[src/rtl/instr_prefetch_queue.sv]
// instr_prefetch_queue: circular prefetch queue presenting the oldest fetched word, pre-split into opcode/DA/AA/BA
module instr_prefetch_queue #(
  parameter int IW    = 16,
  parameter int OPW   = 4,
  parameter int RW    = 4,
  parameter int DEPTH = 4
) (
  input  logic                     clk,
  input  logic                     reset,
  input  logic                     IL,
  input  logic [IW-1:0]            IR,
  output logic                     il_ready,
  input  logic                     next,
  input  logic                     flush,
  output logic                     ir_valid,
  output logic [IW-1:0]            instr,
  output logic [OPW-1:0]           opcode,
  output logic [RW-1:0]            DA,
  output logic [RW-1:0]            AA,
  output logic [RW-1:0]            BA,
  output logic [$clog2(DEPTH):0]   count
);
  localparam int AW = $clog2(DEPTH);
  localparam int CW = AW + 1;

  logic [IW-1:0] r_mem [DEPTH];
  logic [AW-1:0] r_wp, r_rp;
  logic [CW-1:0] r_count;
  logic          w_push, w_pop;
  logic [IW-1:0] w_head;

  assign il_ready = r_count != CW'(DEPTH);
  assign ir_valid = r_count != '0;
  assign w_push   = IL && il_ready && !flush;
  assign w_pop    = next && ir_valid && !flush;
  assign count    = r_count;

  always_ff @(posedge clk or negedge reset)
    if (!reset) begin
      r_wp    <= '0;
      r_rp    <= '0;
      r_count <= '0;
    end else if (flush) begin
      r_wp    <= '0;
      r_rp    <= '0;
      r_count <= '0;
    end else begin
      if (w_push) r_wp <= r_wp + 1'b1;
      if (w_pop)  r_rp <= r_rp + 1'b1;
      r_count <= r_count + CW'(w_push) - CW'(w_pop);
    end

  // storage is never reset; stale words are hidden by the ir_valid gating below
  always_ff @(posedge clk)
    if (w_push) r_mem[r_wp] <= IR;

  always_comb begin
    w_head = ir_valid ? r_mem[r_rp] : '0;
    instr  = w_head;
    opcode = w_head[IW-1:IW-OPW];
    DA     = w_head[3*RW-1:2*RW];
    AA     = w_head[2*RW-1:RW];
    BA     = w_head[RW-1:0];
  end
endmodule

[config.mk]
export PLATFORM = sky130hd
export DESIGN_NAME = instr_prefetch_queue
export DESIGN_NICKNAME = d
export VERILOG_FILES = /design/src/rtl/instr_prefetch_queue.sv
export SDC_FILE = /design/constraint.sdc
export NUM_CORES = 1
export LEC_CHECK = 0
export CAP_MARGIN = 10
export CORE_MARGIN = 3
export CORE_UTILIZATION = 50
export DETAILED_ROUTE_END_ITERATION = 8
export GPL_TIMING_DRIVEN = 0
export PLACE_DENSITY = 0.75
export SLEW_MARGIN = 40
export SYNTH_ARGS = -nofsm -noshare
export SYNTH_HDL_FRONTEND = slang
export SYNTH_SLANG_ARGS = --single-unit
[constraint.sdc]
create_clock -name clk -period 4.9 [get_ports clk]
set_clock_uncertainty 0.05 [all_clocks]
set_input_delay 0.735 -clock clk [delete_from_list [all_inputs] [get_ports clk]]
set_output_delay 0.735 -clock clk [all_outputs]
set_load 0.02 [all_outputs]
==> run_results.csv <==
group,metric,value,unit
routing,met1_length,2099,um
synth,synth_top_cell_by_area,"edfxtp_1",
clock_tree,clockBufferDepth,2,
synth,ys_seq_elements,71,
worst_setup_path,cp.required,4120,ps
grt,antenna_found_initial,0,
layout,layout-drive-gt1-share,0.2190,
floorplan,die_y,83.55,um
sta,max_clock_freq,297.4,MHz
grt,grt_pass1_wl,8645,um
sta,holdWs,552.8,ps
worst_setup_path,crit_chain,"nor3_4 -> clkbuf_1 -> and2b_1 -> buf_4 -> clkdlybuf4s50_1",
synth,synth.top_cell.area_share,0.6392,
routing,firstDrtPassIters,4,
clock_tree,cts_tree,"done",
hold_path,hold_depth,2,
synth,ys_seq_area_frac,0.6975,
clock_tree,cts-buffers-inserted,9,
routing,wl,5182,um
routing,via_per_inst,5.111,
synth,syn_nets,195,
synth,synth.area.top_cells,"edfxtp_1, mux4_2, dfrtp_1, buf_4, nor2b_1",
sta,min_period,3363,ps
power_and_ir_drop,power.static_leakage,0.001356,uW
sta,grt_setup_unrepaired,"false",
layout,synthToLayoutAreaGrowth,28.26,%
floorplan,dieArea,0.006980,mm2
worst_setup_path,crit_type,"register to output pin",
worst_setup_path,cp_slowest_cell,"clkdlybuf4s50_1",
grt,grt_start_max_net_pins,17,
clock_tree,clock_latency,330,ps
routing,routed.top_layer,"met4",
layout,insertedDiodeCount,0,
power_and_ir_drop,peakVddDrop,320.9,uV
sta,fin_crit_sh,0.6863,
layout,final_nets,265,
routing,drc,0,
sta,tightest_slew,461.4,ps
worst_setup_path,worstSetupEndpointType,"output pin",
clock_tree,ctsResizeCount,0,
clock_tree,postCtsSetupRepairBufs,0,
place,dp_hpwl,3520,um
synth,synth-edff-count,64,
floorplan,die_w,83.55,um
worst_setup_path,crit_buf_inv,3,
floorplan,core_area,0.005675,mm2
routing,wl_per_cell,16.50,um
clock_tree,cts-root-buf,"clkbuf_8",
worst_setup_path,critPathTopFamily,"buffers and inverters",
layout,final_area,0.003856,mm2
hold_path,hold_path.class,"register to register",
worst_setup_path,crit_path_max_incr_delay,520,ps
synth,yosys.cell_count.top_type,"edfxtp_1",
clock_tree,path_clk_slew,70,ps
worst_setup_path,startpoint_type,"register",
outcome,outcome,"finished, final reports clean",
synth,synth_common_cells,"edfxtp_1, buf_4, mux4_2",
floorplan,row_count,27,
worst_setup_path,cp_max_fo,10,
routing,vias,1605,
sta,setup_viol,0,
place,place_area,0.003669,mm2
synth,syn_avg_cell_area,18.00,um2
synth,ys.flop_type,"edfxtp_1",
run,cap_violations,0,
routing,dr_wl_met2,2790,um
layout,fillCellCount,391,
clock_tree,cts_sinks,71,
sta,tns,0,ps
routing,drt_iter0_drc,129,
place,routabilityCongestion,0.7672,
place,io_buffers,56,
routing,ant_nets,0,
power_and_ir_drop,power.density,535.6,mW/mm2
sta,final_max_slew_viol_count,0,
floorplan,initial_core_util,0.5298,
clock_tree,ctsHtreeMaxLevel,3,
sta,max_slew_margin,0.6924,
synth,synthArstFlopShare,0.09859,
synth,yosysWarnings,0,
grt,grt.overflow.total,0,
worst_setup_path,cp.depth,5,
synth,synth_area,0.003007,mm2
synth,syn_inst,167,
grt,grt_pass1_vias,1716,
clock_tree,holdBufCountCts,0,
synth,yosysUniqueCellTypes,24,
grt,grt_usage,0.1627,
sta,finalHoldViolCount,0,
worst_setup_path,reg2reg_depth,11,
routing,route.met3.wl,218,um
worst_setup_path,cp.arrival,2580,ps
floorplan,ioPinCount,58,
final timing paths:
check,startpoint,to,slack [ps]
worst min-delay path,r_wp[0],r_wp[0],550
worst max-delay path,count[1],instr[6],1540
max in group asynchronous,reset,r_rp[1],3890
worst max register to register,count[1],count[2],2310
min in group asynchronous,reset,r_wp[1],640
worst min register to register,r_wp[0],r_wp[0],550
cell usage in the layout, fill, tap and decap left out, drive strengths merged, types with 5 or more instances in the layout:
master / instances
edfxtp: 64
clkdlybuf4s50: 56
buf: 23
mux4: 16
nor2b: 15
clkbuf: 13
inv: 8
dfrtp: 7
ha: 6
and2: 5
power breakdown:
| group | switching [uW] | internal [uW] |
|---|---|---|
| Clock | 201 | 179 |
| Combinational | 447 | 507 |
| Sequential | 28.3 | 704 |
layout make-up:
| class | count | area (um2) | area share |
|---|---|---|---|
| tap | 72 | 90.09 | 0.02336 |
| clock buffer | 11 | 131.4 | 0.03407 |
| buffer | 22 | 160.2 | 0.04153 |
| clock inverter | 5 | 25.02 | 0.006489 |
| timing repair buffer | 59 | 601.8 | 0.1561 |
| sequential | 71 | 2097 | 0.5438 |
| multi-input combinational | 66 | 720.7 | 0.1869 |
| inverter | 8 | 30.03 | 0.007787 |
metrics by stage:
step	util	cells	setup slack (ps)	total power, uW
floorplan	-	167	2227	1327
global placement	0.6444	295	1725	1698
detailed placement	0.6464	296	1647	1711
CTS	0.6739	312	1460	2088
global route	0.6795	314	1317	2183
finish	0.6795	314	1537	2065
cells by family (layout without fill, tap and decap cells):
family / count (synthesis) / count (layout) / synth area share
adder cells (fa/ha/maj): 7 / 7 / 0.03163
buffers and inverters: 30 / 105 / 0.06326
multiplexers: 16 / 16 / 0.1199
XOR/XNOR: 2 / 2 / 0.005827
AO/OA/AOI/OAI: 7 / 7 / 0.01248
flip-flops: 71 / 71 / 0.6975
AND/OR/NAND/NOR: 34 / 34 / 0.06950
registers in the layout, indices dropped and copies added, names as in the netlist:
register / cells
count: 3
r_mem: 64
r_rp: 2
r_wp: 2
tightest hold or removal path: cells and delay by family, from the launching register on:
family | cells | cell delay [ps]
flops | 1 | 410
compound gates | 2 | 150
per-layer routing:
metal	vias to the layer above	GRT usage
li1	755	-
met1	794	0.2038
met2	48	0.2748
met3	8	0.03455
met4	0	0.07018
met5	-	0
Power figures use the tool's default switching activity.
